==> config.mk <==
export PLATFORM = sky130hd
export DESIGN_NAME = mxbus_mem_responder
export DESIGN_NICKNAME = d
export VERILOG_FILES = /design/src/rtl/mxbus_pkg.sv /design/src/rtl/mxbus_sp_ram.sv /design/src/rtl/mxbus_mem_responder.sv
export SDC_FILE = /design/constraint.sdc
export NUM_CORES = 2
export LEC_CHECK = 0
export ABC_AREA = 1
export BUFFER_PORTS_ARGS = -buffer_cell sky130_fd_sc_hd__clkbuf_2
export CORE_MARGIN = 2
export CORE_UTILIZATION = 50
export DETAILED_ROUTE_END_ITERATION = 6
export PLACE_DENSITY = 0.65
export REMOVE_ABC_BUFFERS = 1
export SLEW_MARGIN = 20
export SYNTH_ARGS = -nofsm -noshare
export SYNTH_HDL_FRONTEND = slang
export SYNTH_HIERARCHICAL = 1
export SYNTH_SLANG_ARGS = --single-unit
==> constraint.sdc <==
create_clock -name clk -period 4.8 [get_ports clk]
set_input_delay 0 -clock clk [delete_from_list [all_inputs] [get_ports clk]]
set_output_delay 0 -clock clk [all_outputs]
set_load 0.1 [all_outputs]
==> src/rtl/mxbus_pkg.sv <==
// Shared types and constants for the MX bus memory responder.
//   state_e     : responder FSM states (idle, acknowledge, wait-state)
//   owner_e     : which channel owns the in-flight transaction
//   MAX_LATENCY : largest supported ack-to-cpl wait count
//   CNT_W       : width of the wait-state counter
package mxbus_pkg;

  typedef enum logic [1:0] {
    ST_IDLE = 2'd0,
    ST_ACK  = 2'd1,
    ST_WAIT = 2'd2
  } state_e;

  typedef enum logic {
    OWN_RD = 1'b0,
    OWN_WR = 1'b1
  } owner_e;

  localparam int unsigned MAX_LATENCY = 15;
  localparam int unsigned CNT_W       = $clog2(MAX_LATENCY + 1);

endpackage

==> src/rtl/mxbus_sp_ram.sv <==
// Single-port synchronous word RAM with registered read.
//   clk, rst_n : clock, async active-low reset (read register only)
//   en, we     : access enable, write enable (en & ~we is a read)
//   addr       : word address; addresses >= DEPTH drop writes, read as 0
//   wdata      : write data
//   rdata      : registered read data, holds until the next read
module mxbus_sp_ram #(
  parameter int unsigned ADDR_WIDTH = 8,
  parameter int unsigned DATA_WIDTH = 8,
  parameter int unsigned DEPTH      = 256
) (
  input  logic                  clk,
  input  logic                  rst_n,
  input  logic                  en,
  input  logic                  we,
  input  logic [ADDR_WIDTH-1:0] addr,
  input  logic [DATA_WIDTH-1:0] wdata,
  output logic [DATA_WIDTH-1:0] rdata
);

  localparam int unsigned IDX_W = (DEPTH > 1) ? $clog2(DEPTH) : 1;

  logic [DATA_WIDTH-1:0] mem_q [DEPTH];
  logic [DATA_WIDTH-1:0] rdata_d, rdata_q;
  logic                  in_range;
  logic [IDX_W-1:0]      idx;

  always_comb begin
    in_range = 32'(addr) < 32'(DEPTH);
    idx      = addr[IDX_W-1:0];
    rdata_d  = rdata_q;
    if (en && !we) begin
      rdata_d = in_range ? mem_q[idx] : '0;
    end
  end

  // Memory contents are deliberately not reset.
  always_ff @(posedge clk) begin
    if (en && we && in_range) begin
      mem_q[idx] <= wdata;
    end
  end

  always_ff @(posedge clk or negedge rst_n) begin
    if (!rst_n) begin
      rdata_q <= '0;
    end else begin
      rdata_q <= rdata_d;
    end
  end

  assign rdata = rdata_q;

endmodule

==> src/rtl/mxbus_mem_responder.sv <==
// MX bus responder: one read channel and one write channel serviced
// one transaction at a time against a single-port word memory.
//   clk, rst_n       : clock, async active-low reset
//   s0_rd_*          : read channel (start/addr in; ready/ack/cpl/data out)
//   s0_wr_*          : write channel (start/addr/data in; ready/ack/cpl out)
// ack pulses the cycle after a start is sampled; cpl follows LATENCY cycles
// later (same cycle as ack when LATENCY=0). Contended starts are granted
// round-robin, read first after reset.
module mxbus_mem_responder
  import mxbus_pkg::*;
#(
  parameter int unsigned ADDR_WIDTH = 8,
  parameter int unsigned DATA_WIDTH = 8,
  parameter int unsigned DEPTH      = 256,
  parameter int unsigned LATENCY    = 1
) (
  input  logic                  clk,
  input  logic                  rst_n,
  input  logic                  s0_rd_txn_start,
  input  logic [ADDR_WIDTH-1:0] s0_rd_addr,
  output logic                  s0_rd_ready,
  output logic                  s0_rd_txn_ack,
  output logic                  s0_rd_txn_cpl,
  output logic [DATA_WIDTH-1:0] s0_rd_data,
  input  logic                  s0_wr_txn_start,
  input  logic [ADDR_WIDTH-1:0] s0_wr_addr,
  input  logic [DATA_WIDTH-1:0] s0_wr_data,
  output logic                  s0_wr_ready,
  output logic                  s0_wr_txn_ack,
  output logic                  s0_wr_txn_cpl
);

  state_e                state_d, state_q;
  owner_e                owner_d, owner_q;
  logic [ADDR_WIDTH-1:0] addr_d, addr_q;
  logic [DATA_WIDTH-1:0] wdata_d, wdata_q;
  logic [CNT_W-1:0]      cnt_d, cnt_q;
  logic                  last_rd_d, last_rd_q;
  logic                  rd_ack_d, rd_ack_q, rd_cpl_d, rd_cpl_q;
  logic                  wr_ack_d, wr_ack_q, wr_cpl_d, wr_cpl_q;
  logic                  ready_d, ready_q;

  logic                  grant_rd;
  logic                  fire_cpl;
  logic                  mem_en, mem_we;
  logic [ADDR_WIDTH-1:0] mem_addr;
  logic [DATA_WIDTH-1:0] mem_wdata;

  always_comb begin
    state_d   = state_q;
    owner_d   = owner_q;
    addr_d    = addr_q;
    wdata_d   = wdata_q;
    cnt_d     = cnt_q;
    last_rd_d = last_rd_q;
    rd_ack_d  = 1'b0;
    rd_cpl_d  = 1'b0;
    wr_ack_d  = 1'b0;
    wr_cpl_d  = 1'b0;
    fire_cpl  = 1'b0;
    mem_en    = 1'b0;
    mem_we    = 1'b0;
    mem_addr  = addr_q;
    mem_wdata = wdata_q;
    // Read loses only when both request and read won the last contention.
    grant_rd  = s0_rd_txn_start && !(s0_wr_txn_start && last_rd_q);

    unique case (state_q)
      ST_IDLE: begin
        if (s0_rd_txn_start || s0_wr_txn_start) begin
          owner_d  = grant_rd ? OWN_RD : OWN_WR;
          // Round-robin pointer only moves on contention.
          if (s0_rd_txn_start && s0_wr_txn_start) begin
            last_rd_d = grant_rd;
          end
          addr_d   = grant_rd ? s0_rd_addr : s0_wr_addr;
          wdata_d  = s0_wr_data;
          cnt_d    = CNT_W'(LATENCY);
          rd_ack_d = grant_rd;
          wr_ack_d = !grant_rd;
          state_d  = ST_ACK;
          if (LATENCY == 0) begin
            // Zero wait states: memory op uses the live request, not the latch.
            fire_cpl = 1'b1;
            mem_addr = addr_d;
            mem_wdata = wdata_d;
          end
        end
      end
      ST_ACK: begin
        if (LATENCY == 0) begin
          state_d = ST_IDLE;
        end else begin
          state_d  = ST_WAIT;
          cnt_d    = cnt_q - 1'b1;
          fire_cpl = (cnt_q == CNT_W'(1));
        end
      end
      ST_WAIT: begin
        // cnt reaches 0 on the cpl edge; the following edge returns to idle.
        if (cnt_q == '0) begin
          state_d = ST_IDLE;
        end else begin
          cnt_d    = cnt_q - 1'b1;
          fire_cpl = (cnt_q == CNT_W'(1));
        end
      end
      default: state_d = ST_IDLE;
    endcase

    if (fire_cpl) begin
      rd_cpl_d = (owner_d == OWN_RD);
      wr_cpl_d = (owner_d == OWN_WR);
      // No memory access can land while reset is held.
      mem_en   = rst_n;
      mem_we   = (owner_d == OWN_WR);
    end

    ready_d = (state_d == ST_IDLE);
  end

  always_ff @(posedge clk or negedge rst_n) begin
    if (!rst_n) begin
      state_q   <= ST_IDLE;
      owner_q   <= OWN_RD;
      addr_q    <= '0;
      wdata_q   <= '0;
      cnt_q     <= '0;
      last_rd_q <= 1'b0;
      rd_ack_q  <= 1'b0;
      rd_cpl_q  <= 1'b0;
      wr_ack_q  <= 1'b0;
      wr_cpl_q  <= 1'b0;
      ready_q   <= 1'b0;
    end else begin
      state_q   <= state_d;
      owner_q   <= owner_d;
      addr_q    <= addr_d;
      wdata_q   <= wdata_d;
      cnt_q     <= cnt_d;
      last_rd_q <= last_rd_d;
      rd_ack_q  <= rd_ack_d;
      rd_cpl_q  <= rd_cpl_d;
      wr_ack_q  <= wr_ack_d;
      wr_cpl_q  <= wr_cpl_d;
      ready_q   <= ready_d;
    end
  end

  mxbus_sp_ram #(
    .ADDR_WIDTH (ADDR_WIDTH),
    .DATA_WIDTH (DATA_WIDTH),
    .DEPTH      (DEPTH)
  ) u_ram (
    .clk   (clk),
    .rst_n (rst_n),
    .en    (mem_en),
    .we    (mem_we),
    .addr  (mem_addr),
    .wdata (mem_wdata),
    .rdata (s0_rd_data)
  );

  assign s0_rd_ready   = ready_q;
  assign s0_wr_ready   = ready_q;
  assign s0_rd_txn_ack = rd_ack_q;
  assign s0_rd_txn_cpl = rd_cpl_q;
  assign s0_wr_txn_ack = wr_ack_q;
  assign s0_wr_txn_cpl = wr_cpl_q;

endmodule
==> impl_summary.txt <==
----------------------------------------------------
[Yosys]
  Seq cells post-synth ... 2085
  Dominant cell type by area after synthesis ... sky130_fd_sc_hd__edfxtp_1
  Biggest area contributors in the synthesized netlist ... sky130_fd_sc_hd__edfxtp_1, sky130_fd_sc_hd__nand2_1, sky130_fd_sc_hd__nor2_1, sky130_fd_sc_hd__nand3_1, sky130_fd_sc_hd__buf_2
  Post-synthesis instance area ... 85580 sq um
  Per-instance average area after synthesis ... 10.87 sq um
  Fraction of registers with async set or reset after synthesis ... 0.01775
  Instance count of the mapped netlist ... slightly below 8000
  Synth unique cells ... 28
  Cell with the most instances after synthesis ... sky130_fd_sc_hd__nand2_1
  Ys flop type ... sky130_fd_sc_hd__edfxtp_1
  Synth top cells by count ... sky130_fd_sc_hd__nand2_1, sky130_fd_sc_hd__edfxtp_1, sky130_fd_sc_hd__nor2_1
  Yosys synthesis warning count ... 6
  Fraction of the yosys area taken by sequential cells ... 0.7294
  Top cell type's share of synthesized area ... 0.7186
  Count of flip-flops with a built-in enable after synthesis ... between 2000 and 2500

[Global routing]
  Gr usage total ... 0.2697
  Vias in the first global route ... 55560
  Maximum number of pins on one net before global-route repair ... about 180
  First-pass GRT wire length ... about 350000 microns
  Initial antenna violation count ... 7
  Global route total overflow ... 0

[Clocking]
  Cts bufs inserted ... a little over 200
  Number of setup buffers added after CTS ... 0
  Clock Root Buffer ... sky130_fd_sc_hd__clkbuf_16
  Number of hold buffers added after CTS ... 76
  Clk buf depth ... 3
  Clock H-tree levels ... 4
  CTS Sinks ... around 2100
  Clock tree from TritonCTS ... done
  Resized cells post-CTS ... 0
  Clock transition at the register clock pins on the worst setup and hold paths after CTS ... about 60 ps
  Clock latency at the later pin of the worst-skew pair ... about 850 ps

[Cells and area]
  Area of the multi-input gates ... between 20000 and 25000 sq um
  Final-layout fill cell count ... 14050
  Count of placed standard cells in the final layout, fillers left out ... between 10000 and 15000
  NumNets Final ... 7916
  Combined flip-flop and latch cell area ... 62460 sq um
  Fraction of the core area covered by cells at the end of the flow ... 0.5632
  Share of layout cells above drive strength 1 ... 0.06046
  Layout overhead on the synthesized area ... 11.66%

[Pwr]
  Power density of the placed cells ... 631.8 nW/um^2
  Peak supply drop ... 796.4 uV
  Power consumption ... 60.38 mW
  Leakage ... 36.36 nW

[Worst hold path]
  Kind of path behind the tightest hold check ... input port to register
  Number of cells on the worst hold path ... 4
  Worst min-delay path endpoint ... addr_q[0]
  Start point of the worst min-delay path ... s0_rd_addr[0]

[STA]
  Post-route minimum period ... 4396 ps
  RSZ-0062 raised after global routing ... no
  Sum of negative setup slack ... 0 ps
  Transition time of the tightest slew-check pin ... between 1000 and 1500 ps
  Number of setup violations in the final report ... 0
  Max-slew violation count ... 0
  Final Hold Fails ... 0
  Final setup skew ... 30.64 ps
  Max_slew headroom ... 0.2897
  Post-route clock period utilization ... 0.9158
  Highest achievable clock rate ... 227.5 MHz

[Setup path]
  Critical register-to-register path startpoint ... state_q[0]
  Cell with the largest stage delay on the worst path ... sky130_fd_sc_hd__nor2_1
  Startpoint Class ... register
  Cell class contributing the biggest share of worst-path delay ... simple AND/OR/NAND/NOR gates
  Combined buffer and inverter count along the critical path ... 4
  Worst setup slack for register-to-register paths ... 400 ps
  Critical path's largest stage delay ... 870 ps
  Critical-path cell list ... inv_1 > ha_1 > inv_2 > nor2_8 > nand2_2 > o21ai_2 > inv_2 > nor2_1 > nand2_1 > inv_1 > nand3_1 > nor2_1
  Reg-to-reg endpoint ... u_ram/mem_q[168][4]
  Worst-path maximum fanout ... 26
  CP required ... about 5300 ps
  Endpoint type of the worst setup path ... register
  Crit path arrival time ... 4840 ps
  Worst setup path class ... register to register
  Path depth of the worst reg2reg path ... 12

[Floorplan]
  Die Wd ... roughly 420 microns
  Cell row count ... 151
  Ports placed on the boundary ... 42
  Starting Density ... 0.5044
  Die area ... around 170000 sq um
  Placeable core region ... 169700 sq um
  Die height ... 417.7 microns

[Routing]
  WL final ... 236900 microns
  Pre-antenna DRT Iters ... 6
  Drt via density ... 5.595
  Antenna Violating Nets Remaining ... 0
  Drt drc ... 0
  Total vias in the final route ... 57510
  Routed length per placed instance ... about 23 microns
  First-iteration detailed-routing DRC count ... between 7000 and 8000

[Placement]
  Final weighted congestion in routability-driven placement ... ~0.9
  # placed instances ... ~9800
  Placed wire-length estimate after detailed placement ... ~130000 microns
  Input/output buffers ... 41

[Flow run]
  Max-capacitance violation count ... 0

[Outcome]
  Status ... finished clean

----------------------------------------------------
## sequential cells by signal (all words and copies together), names as in the netlist
register / cells
s0_rd_txn_cpl: 1
u_ram/mem_q: 2048
s0_rd_ready: 1
mem_wdata: 8
cnt_q: 4
state_q: 2
u_ram/rdata: 8
s0_wr_txn_ack: 1
owner_q: 1
s0_rd_txn_ack: 1
s0_wr_txn_cpl: 1
last_rd_q: 1
addr_q: 8
## worst max path at each step
| stage | from | endpoint | depth (start not counted) |
|---|---|---|---|
| finish | state_q[0] | u_ram/mem_q[168][4] | 12 |
| global route | state_q[0] | u_ram/mem_q[167][5] | 12 |
| CTS | state_q[0] | u_ram/mem_q[172][3] | 12 |
| detailed placement | state_q[0] | u_ram/mem_q[168][3] | 12 |
| global placement | state_q[0] | u_ram/mem_q[168][1] | 12 |
| floorplan | addr_q[0] | u_ram/mem_q[113][0] | 6 |
## cell usage in the layout, fill, tap and decap left out, types with 2 or more instances in the layout
cell type | netlist | routed
sky130_fd_sc_hd__inv_2 | 3 | 2
sky130_fd_sc_hd__nand2_1 | 4039 | 4039
sky130_fd_sc_hd__inv_8 | 0 | 3
sky130_fd_sc_hd__nand2_2 | 4 | 4
sky130_fd_sc_hd__a31oi_1 | 4 | 4
sky130_fd_sc_hd__inv_6 | 0 | 6
sky130_fd_sc_hd__nand4_1 | 130 | 130
sky130_fd_sc_hd__nor2_2 | 5 | 4
sky130_fd_sc_hd__clkinv_8 | 0 | 4
sky130_fd_sc_hd__diode_2 | 0 | 6
sky130_fd_sc_hd__clkbuf_2 | 0 | 41
sky130_fd_sc_hd__nor2_1 | 627 | 622
sky130_fd_sc_hd__clkinv_1 | 0 | 45
sky130_fd_sc_hd__a21oi_1 | 58 | 58
sky130_fd_sc_hd__clkinvlp_4 | 0 | 9
sky130_fd_sc_hd__bufinv_16 | 0 | 25
sky130_fd_sc_hd__clkbuf_1 | 174 | 40
sky130_fd_sc_hd__dfrtp_4 | 0 | 10
sky130_fd_sc_hd__buf_4 | 9 | 75
sky130_fd_sc_hd__clkbuf_16 | 0 | 208
sky130_fd_sc_hd__o21ai_1 | 19 | 19
sky130_fd_sc_hd__a31oi_2 | 4 | 4
sky130_fd_sc_hd__dfrtp_1 | 37 | 27
sky130_fd_sc_hd__o21ai_0 | 47 | 47
sky130_fd_sc_hd__nand3_1 | 353 | 353
sky130_fd_sc_hd__inv_16 | 0 | 2
sky130_fd_sc_hd__ha_1 | 6 | 6
sky130_fd_sc_hd__edfxtp_1 | 2048 | 2048
sky130_fd_sc_hd__inv_1 | 53 | 51
sky130_fd_sc_hd__dlygate4sd3_1 | 0 | 76
sky130_fd_sc_hd__buf_12 | 1 | 39
sky130_fd_sc_hd__nor2_4 | 1 | 7
sky130_fd_sc_hd__clkinv_2 | 0 | 39
## per-layer routing
metal | vias to the layer above | track usage | part of all wire
li1 | 26290 | - | -
met1 | 27940 | 0.3669 | 0.40
met2 | 2804 | 0.4249 | 0.46
met3 | 475 | 0.05673 | 0.098
met4 | 8 | 0.1112 | 0.041
met5 | - | 0 | 0.00026
## worst min-delay path: stages
cell,delay (ps)
sky130_fd_sc_hd__clkbuf_2,80
sky130_fd_sc_hd__nand3_1,70
sky130_fd_sc_hd__a31oi_1,120
sky130_fd_sc_hd__dlygate4sd3_1,590
## per-stage QoR
step | area [sq um] | hold slack, ps | setup slack, ps
2_1_floorplan | 83620 | -295.6 | -35890
3_3_place_gp | 88040 | 104.3 | 674.9
3_5_place_dp | 88040 | 101.8 | 673.9
4_1_cts | 95550 | 58.81 | 684.3
5_1_grt | 95550 | 81.58 | 293.4
6_report | 95560 | 93.99 | 404.3
## power breakdown
group	internal [mW]	switching, mW	total, mW	leakage, nW
registers	22.7	0.941	23.7	19.0
logic	4.65	15.9	20.6	14.1
clock network	9.30	6.83	16.1	3.28
## logic make-up (layout without fill, tap and decap cells)
| logic type | Yosys count | count (layout) | share of synthesized area |
|---|---|---|---|
| simple gates | 5162 | 5162 | 0.2360 |
| flops | 2085 | 2085 | 0.7294 |
| buf+inv | 484 | 668 | 0.02542 |
| compound gates | 133 | 133 | 0.008231 |
| fa+ha+maj | 6 | 6 | 0.0008772 |
| xor+xnor | 1 | 1 | 0.0001024 |
| other cells | 0 | 6 | 0 |
## layout make-up
type / count / area share
sequential: 2085 / 0.6536
multi-input combinational: 5302 / 0.2200
clock buffer: 248 / 0.05604
tap: 2218 / 0.02904
timing repair buffer: 231 / 0.02417
clock inverter: 133 / 0.01455
inverter: 56 / 0.002383
antenna: 6 / 0.0001571
No activity file was read; power rests on OpenSTA's default activity.
